===== src/rtl/exec_unit.sv =====
// exec_unit: execute stage of the 16-bit CPU. Single-cycle ALU plus an iterative
// shift-add multiplier; results are held for writeback until the next completion.
`timescale 1ns/1ps
module exec_unit #(
    parameter int DW  = 16,
    parameter int PCW = 8
) (
    input  logic           CLK_EX,
    input  logic           RESET_N,
    input  logic           START,
    input  logic [4:0]     OP_CODE,
    input  logic [7:0]     OP_DATA,
    input  logic [2:0]     N_DST,
    input  logic [DW-1:0]  SRC_A,
    input  logic [DW-1:0]  SRC_B,
    input  logic [PCW-1:0] PC_IN,
    output logic           BUSY,
    output logic           DONE,
    output logic [DW-1:0]  REG_IN,
    output logic [2:0]     N_REG,
    output logic           REG_WEN,
    output logic [PCW-1:0] PC_OUT,
    output logic           FLAG_Z,
    output logic           FLAG_C
);

    localparam int CW = $clog2(DW);

    typedef enum logic [4:0] {
        OP_ADD = 5'h00,
        OP_SUB = 5'h01,
        OP_AND = 5'h02,
        OP_OR  = 5'h03,
        OP_XOR = 5'h04,
        OP_SL  = 5'h05,
        OP_SR  = 5'h06,
        OP_MUL = 5'h07,
        OP_LDL = 5'h08,
        OP_LDH = 5'h09,
        OP_MOV = 5'h0A,
        OP_CMP = 5'h0B,
        OP_JMP = 5'h0C,
        OP_JZ  = 5'h0D
    } op_e;

    typedef enum logic [1:0] {
        S_IDLE,
        S_MUL,
        S_FIN
    } state_e;

    state_e state;

    // Single-cycle datapath, evaluated on the raw issue inputs
    logic [DW:0]    wide_sum;
    logic [DW:0]    wide_diff;
    logic [PCW-1:0] pc_inc;
    logic [DW-1:0]  alu_res;
    logic           alu_wen;
    logic           alu_flags;
    logic           alu_c;
    logic           alu_z;
    logic [PCW-1:0] alu_pc;
    logic           is_mul;

    assign wide_sum  = {1'b0, SRC_A} + {1'b0, SRC_B};
    assign wide_diff = {1'b0, SRC_A} - {1'b0, SRC_B};
    assign pc_inc    = PC_IN + PCW'(1);
    assign is_mul    = (OP_CODE == OP_MUL);
    assign alu_z     = (alu_res == '0);

    always_comb begin
        // NOTE: every signal gets a default before the case so no path leaves one unassigned (no latch).
        alu_res   = '0;
        alu_wen   = 1'b0;
        alu_flags = 1'b0;
        alu_c     = 1'b0;
        alu_pc    = pc_inc;
        case (OP_CODE)
            OP_ADD: begin
                alu_res   = wide_sum[DW-1:0];
                alu_c     = wide_sum[DW];
                alu_flags = 1'b1;
                alu_wen   = 1'b1;
            end
            OP_SUB: begin
                alu_res   = wide_diff[DW-1:0];
                alu_c     = wide_diff[DW];
                alu_flags = 1'b1;
                alu_wen   = 1'b1;
            end
            OP_AND: begin
                alu_res = SRC_A & SRC_B;
                alu_wen = 1'b1;
            end
            OP_OR: begin
                alu_res = SRC_A | SRC_B;
                alu_wen = 1'b1;
            end
            OP_XOR: begin
                alu_res = SRC_A ^ SRC_B;
                alu_wen = 1'b1;
            end
            OP_SL: begin
                alu_res = {SRC_A[DW-2:0], 1'b0};
                alu_wen = 1'b1;
            end
            OP_SR: begin
                alu_res = {1'b0, SRC_A[DW-1:1]};
                alu_wen = 1'b1;
            end
            OP_MUL: begin
                alu_wen = 1'b1;
            end
            OP_LDL: begin
                alu_res = {SRC_A[DW-1:8], OP_DATA};
                alu_wen = 1'b1;
            end
            OP_LDH: begin
                alu_res = {OP_DATA, SRC_A[DW-9:0]};
                alu_wen = 1'b1;
            end
            OP_MOV: begin
                alu_res = SRC_B;
                alu_wen = 1'b1;
            end
            // Compare: difference drives the flags only, nothing is written back
            OP_CMP: begin
                alu_res   = wide_diff[DW-1:0];
                alu_c     = wide_diff[DW];
                alu_flags = 1'b1;
            end
            OP_JMP: begin
                alu_pc = PCW'(OP_DATA);
            end
            OP_JZ: begin
                if (FLAG_Z) begin
                    alu_pc = PCW'(OP_DATA);
                end
            end
            default: begin
            end
        endcase
    end

    // Shift-add multiplier state
    logic [DW-1:0]  mul_a;
    logic [DW-1:0]  mul_b;
    logic [DW-1:0]  mul_acc;
    logic [DW-1:0]  mul_sum;
    logic [CW-1:0]  mul_cnt;
    logic [2:0]     mul_dst;
    logic [PCW-1:0] mul_pc;

    assign mul_sum = mul_acc + (mul_b[0] ? mul_a : '0);

    // NOTE: non-blocking assignments throughout so every register samples pre-edge values.
    always_ff @(posedge CLK_EX or negedge RESET_N) begin
        if (!RESET_N) begin
            state   <= S_IDLE;
            BUSY    <= 1'b0;
            DONE    <= 1'b0;
            REG_IN  <= '0;
            N_REG   <= '0;
            REG_WEN <= 1'b0;
            PC_OUT  <= '0;
            FLAG_Z  <= 1'b0;
            FLAG_C  <= 1'b0;
            mul_a   <= '0;
            mul_b   <= '0;
            mul_acc <= '0;
            mul_cnt <= '0;
            mul_dst <= '0;
            mul_pc  <= '0;
        end else begin
            DONE <= 1'b0;
            case (state)
                S_IDLE, S_FIN: begin
                    state <= S_IDLE;
                    BUSY  <= 1'b0;
                    if (START) begin
                        if (is_mul) begin
                            mul_a   <= SRC_A;
                            mul_b   <= SRC_B;
                            mul_acc <= '0;
                            mul_cnt <= '0;
                            mul_dst <= N_DST;
                            mul_pc  <= pc_inc;
                            BUSY    <= 1'b1;
                            state   <= S_MUL;
                        end else begin
                            if (alu_wen) begin
                                REG_IN <= alu_res;
                                N_REG  <= N_DST;
                            end
                            REG_WEN <= alu_wen;
                            PC_OUT  <= alu_pc;
                            if (alu_flags) begin
                                FLAG_Z <= alu_z;
                                FLAG_C <= alu_c;
                            end
                            DONE  <= 1'b1;
                            state <= S_FIN;
                        end
                    end
                end
                S_MUL: begin
                    mul_acc <= mul_sum;
                    mul_a   <= {mul_a[DW-2:0], 1'b0};
                    mul_b   <= {1'b0, mul_b[DW-1:1]};
                    mul_cnt <= mul_cnt + CW'(1);
                    // Last iteration: publish the product in the same edge
                    if (mul_cnt == CW'(DW - 1)) begin
                        REG_IN  <= mul_sum;
                        N_REG   <= mul_dst;
                        REG_WEN <= 1'b1;
                        PC_OUT  <= mul_pc;
                        DONE    <= 1'b1;
                        BUSY    <= 1'b0;
                        state   <= S_FIN;
                    end
                end
                default: begin
                    state <= S_IDLE;
                    BUSY  <= 1'b0;
                end
            endcase
        end
    end

endmodule

===== config.mk =====
export PLATFORM = sky130hd
export DESIGN_NAME = exec_unit
export DESIGN_NICKNAME = d
export VERILOG_FILES = /design/src/rtl/exec_unit.sv
export SDC_FILE = /design/constraint.sdc
export NUM_CORES = 1
export LEC_CHECK = 0
export CAP_MARGIN = 10
export CORE_AREA = 2 2 119 132
export DETAILED_ROUTE_END_ITERATION = 16
export DIE_AREA = 0 0 121 134
export PLACE_DENSITY = 0.81
export SLEW_MARGIN = 10
export SYNTH_ARGS = -nofsm -noshare
export SYNTH_HDL_FRONTEND = slang
export SYNTH_SLANG_ARGS = --single-unit

===== constraint.sdc =====
create_clock -name CLK_EX -period 4.5 [get_ports CLK_EX]
set_clock_uncertainty 0.2 [all_clocks]
set_input_delay 1.125 -clock CLK_EX [delete_from_list [all_inputs] [get_ports CLK_EX]]
set_output_delay 1.125 -clock CLK_EX [all_outputs]
set_load 0.02 [all_outputs]

==> metrics.md <==
| Metric | Value |
|---|---|
| Vias in the first global route | 8,238 |
| Critical Path RT | 4.54 ns |
| Final min period | 4.29 ns |
| Chip Width | 121 um |
| Peak supply drop | 0.227 mV |
| Syn nets | 1,119 |
| Nets | 1,308 |
| Routability cong. | 1.02 |
| Diode count | 0 |
| Critical Path AT | 4.33 ns |
| WS Path Type | in -> reg |
| # setup viols final | 0 |
| Final Hold Vio Count | 0 |
| Synth top area share | 29.8% |
| Via Count | 8,483 |
| Full die area | 16,200 um2 |
| Io pins | 91 |
| P_leak | 4.75 nW |
| # Max-Cap Violations | 0 |
| TNS Setup | 0 ns |
| CP startpoint kind | input port |
| Cell taking the most area after synthesis | dfrtp_1 |
| CTS Buf Count | 9 |
| Crit-path max FO | 4 |
| Starting DRC count in detailed routing | 856 |
| CTS root buf | clkbuf_16 |
| Status | finished clean |
| Synth warn | 0 |
| Pwr Total | 3.74 mW |
| Dpl cells | 1,364 |
| DRC | 0 |
| Ys async rst share | 100% |
| Post-Syn Area | 8050 um2 |
| Fin. max-slew vios | 0 |
| Relative slew slack | 46.9% |
| Most used DFF post-synth | dfrtp_1 |
| Initial Utilization | 54.1% |
| Layout cells sized above 1 | 15.7% |
| DP HPWL | 21.9 mm |
| Largest cells by area after synthesis | dfrtp_1 30%, ha_1 10%, o21ai_0 5.7% |
| First-pass GRT wire length | 44.9 mm |
| Crit-path slowest cell | a2111oi_0 |
| GRT Residual Overflow | 0 |
| Worst skew pair latency | 0.35 ns |
| Worst-Margin Slew | 0.795 ns |
| Filler cells | 1,213 |
| Most frequent CP cell | inv_1 |
| Fin crit share | 95.3% |
| Sink Count | 96 |
| #FFs+latches synth | 96 |
| DR pass1 iterations | 6 |
| Row cnt | 47 |
| Unrepaired setup endpoints after global routing | no |
| Top cells by count, synth | 96 x dfrtp_1, 96 x nand2_1, 96 x nor2_1, 91 x o21ai_0, 67 x ha_1 |
| Antenna-violating nets left | 0 |
| Syn_area_per_cell | 8.13 um2 |
| EDFF count, synth | 0 |
| Worst-path clk slew | 0.07 ns |
| Final wirelength | 28.4 mm |
| Worst setup EP type | flip-flop |
| Post-CTS Setup Bufs | 0 |
| Post-synth cell types | 71 |
| GRT Util Overall | 35.7% |
| Crit path cell chain | clkdlybuf4s50_1 -> buf_4 -> inv_1 -> ha_1 -> inv_1 -> fa_1 -> a211oi_1 -> o41ai_2 -> o21a_1 -> a2111oi_0 -> a21oi_2 -> nand3_1 -> nor4_2 -> a32o_1 |
| Area delta synth->final | 30.1% |
| Initial antenna violation count | 0 |
| Pin count of the biggest net entering global routing | 53 |
| Synthesized instance count | 990 |
| Routed length per instance | 20.6 um |
| Fmax | 0.233 GHz |
| Core Footprint | 14,900 um2 |
| Type of the tightest min-delay check | reg -> reg |
| Power Density | 357 nW/um2 |
| CTS HTree Levels | 3 |
| Slowest cell delay on critical path | 0.62 ns |
| Clock buffer depth | 2 |
| Fin cells | 1,380 |
| TritonCTS clock tree | built |
| PortBufs | 90 |
| Seq/Total Area, Yosys | 29.8% |
| Via density | 6.15 |
| Chip Height | 134 um |
[what timing repair did]
| action | in CTS | in global routing |
|---|---|---|
| hold buffers | 0 | 0 |
| resized for setup | 0 | 4 |
| setup endpoints to repair | 0 | 1 |
[routing by layer]
metal	global-route usage (%)	part of all wire, %	vias up	routed length, um
met3	6.12	7.7	95	2200
met4	16.1	4.9	0	1380
met1	47.1	41	4029	11700
met5	0	0	-	0
li1	-	-	3970	-
met2	57.4	46	389	13100
[flip-flops by register name (all words and copies together), names as in the netlist, 2 cells and up]
name     flops
mul_a       16
state        2
mul_dst      3
mul_acc     16
PC_OUT       8
REG_IN      16
mul_pc       8
N_REG        3
mul_cnt      4
mul_b       16
[placed cells by master, fill, tap and decap left out, types with 23 or more instances in the layout]
cell type and n:
dfrtp_1 96, inv_1 51, a21oi_1 64, ha_1 67
nor3_1 23, o21ai_0 91, nand2_1 96, nand3_1 24
buf_4 144, nor2_1 96, a22oi_1 29, mux2i_1 38
clkdlybuf4s50_1 89
[power breakdown]
part | total (mW) | switching [mW] | internal [mW]
Combinational | 1.58 | 0.859 | 0.721
Sequential | 1.28 | 0.175 | 1.11
Clock | 0.875 | 0.353 | 0.522
Total | 3.74 | 1.39 | 2.35
[worst max-delay path: cells and delay by family]
kind                       cells  cell delay (ns)
AOI/OAI and AO/OA              6             1.71
buffers and inverters          4             0.71
and+or+nand+nor                2             0.20
adders and majority gates      2             0.58
[worst paths after layout]
path | from | endpoint | slack, ns | cells past startpoint
hold / removal | REG_IN[10]$_DFFE_PN0P_ | REG_IN[10]$_DFFE_PN0P_ | 0.28 | 2
max in group asynchronous | RESET_N | mul_b[8]$_DFFE_PN0P_ | 2.68 | 2
setup reg to reg | mul_b[0]$_DFFE_PN0P_ | mul_acc[14]$_DFFE_PN0P_ | 0.72 | 11
setup / recovery | SRC_A[0] | FLAG_Z$_DFFE_PN0P_ | 0.21 | 14
hold reg to reg | REG_IN[10]$_DFFE_PN0P_ | REG_IN[10]$_DFFE_PN0P_ | 0.28 | 2
min in group asynchronous | RESET_N | mul_cnt[3]$_DFFE_PN0P_ | 0.58 | 1
[metrics by stage]
step | util [%] | worst slack [ns] | hold WS (ns) | area, um2
2_1_floorplan | - | 0.598 | 0.249 | 8050
3_3_place_gp | 68.0 | -0.128 | 0.257 | 10100
3_5_place_dp | 68.0 | -0.230 | 0.269 | 10100
4_1_cts | 70.3 | 0.120 | 0.285 | 10500
5_1_grt | 70.4 | 0.0124 | 0.304 | 10500
6_report | 70.4 | 0.211 | 0.277 | 10500
[cells by family (layout without fill, tap and decap cells)]
logic type               count (synthesis)  in the layout  synth area share [%]
AND/OR/NAND/NOR                        337            337                  20.1
AO/OA/AOI/OAI                          311            311                  25.6
buffers and inverters                  110            304                  5.45
flip-flops                              96             96                  29.8
adder cells (fa/ha/maj)                 70             70                  11.2
multiplexers                            43             43                  5.42
XOR/XNOR                                23             23                  2.50
[layout make-up]
class	instances	area (um2)	share of cell area, %
Clock inverter	5	86.3	0.824
Clock buffer	11	253	2.41
Multi-Input combinational cell	784	5250	50.1
Inverter	51	191	1.83
Timing Repair Buffer	237	2050	19.6
Tap cell	196	245	2.34
Sequential cell	96	2400	22.9
(Power assumes the default switching activity.)
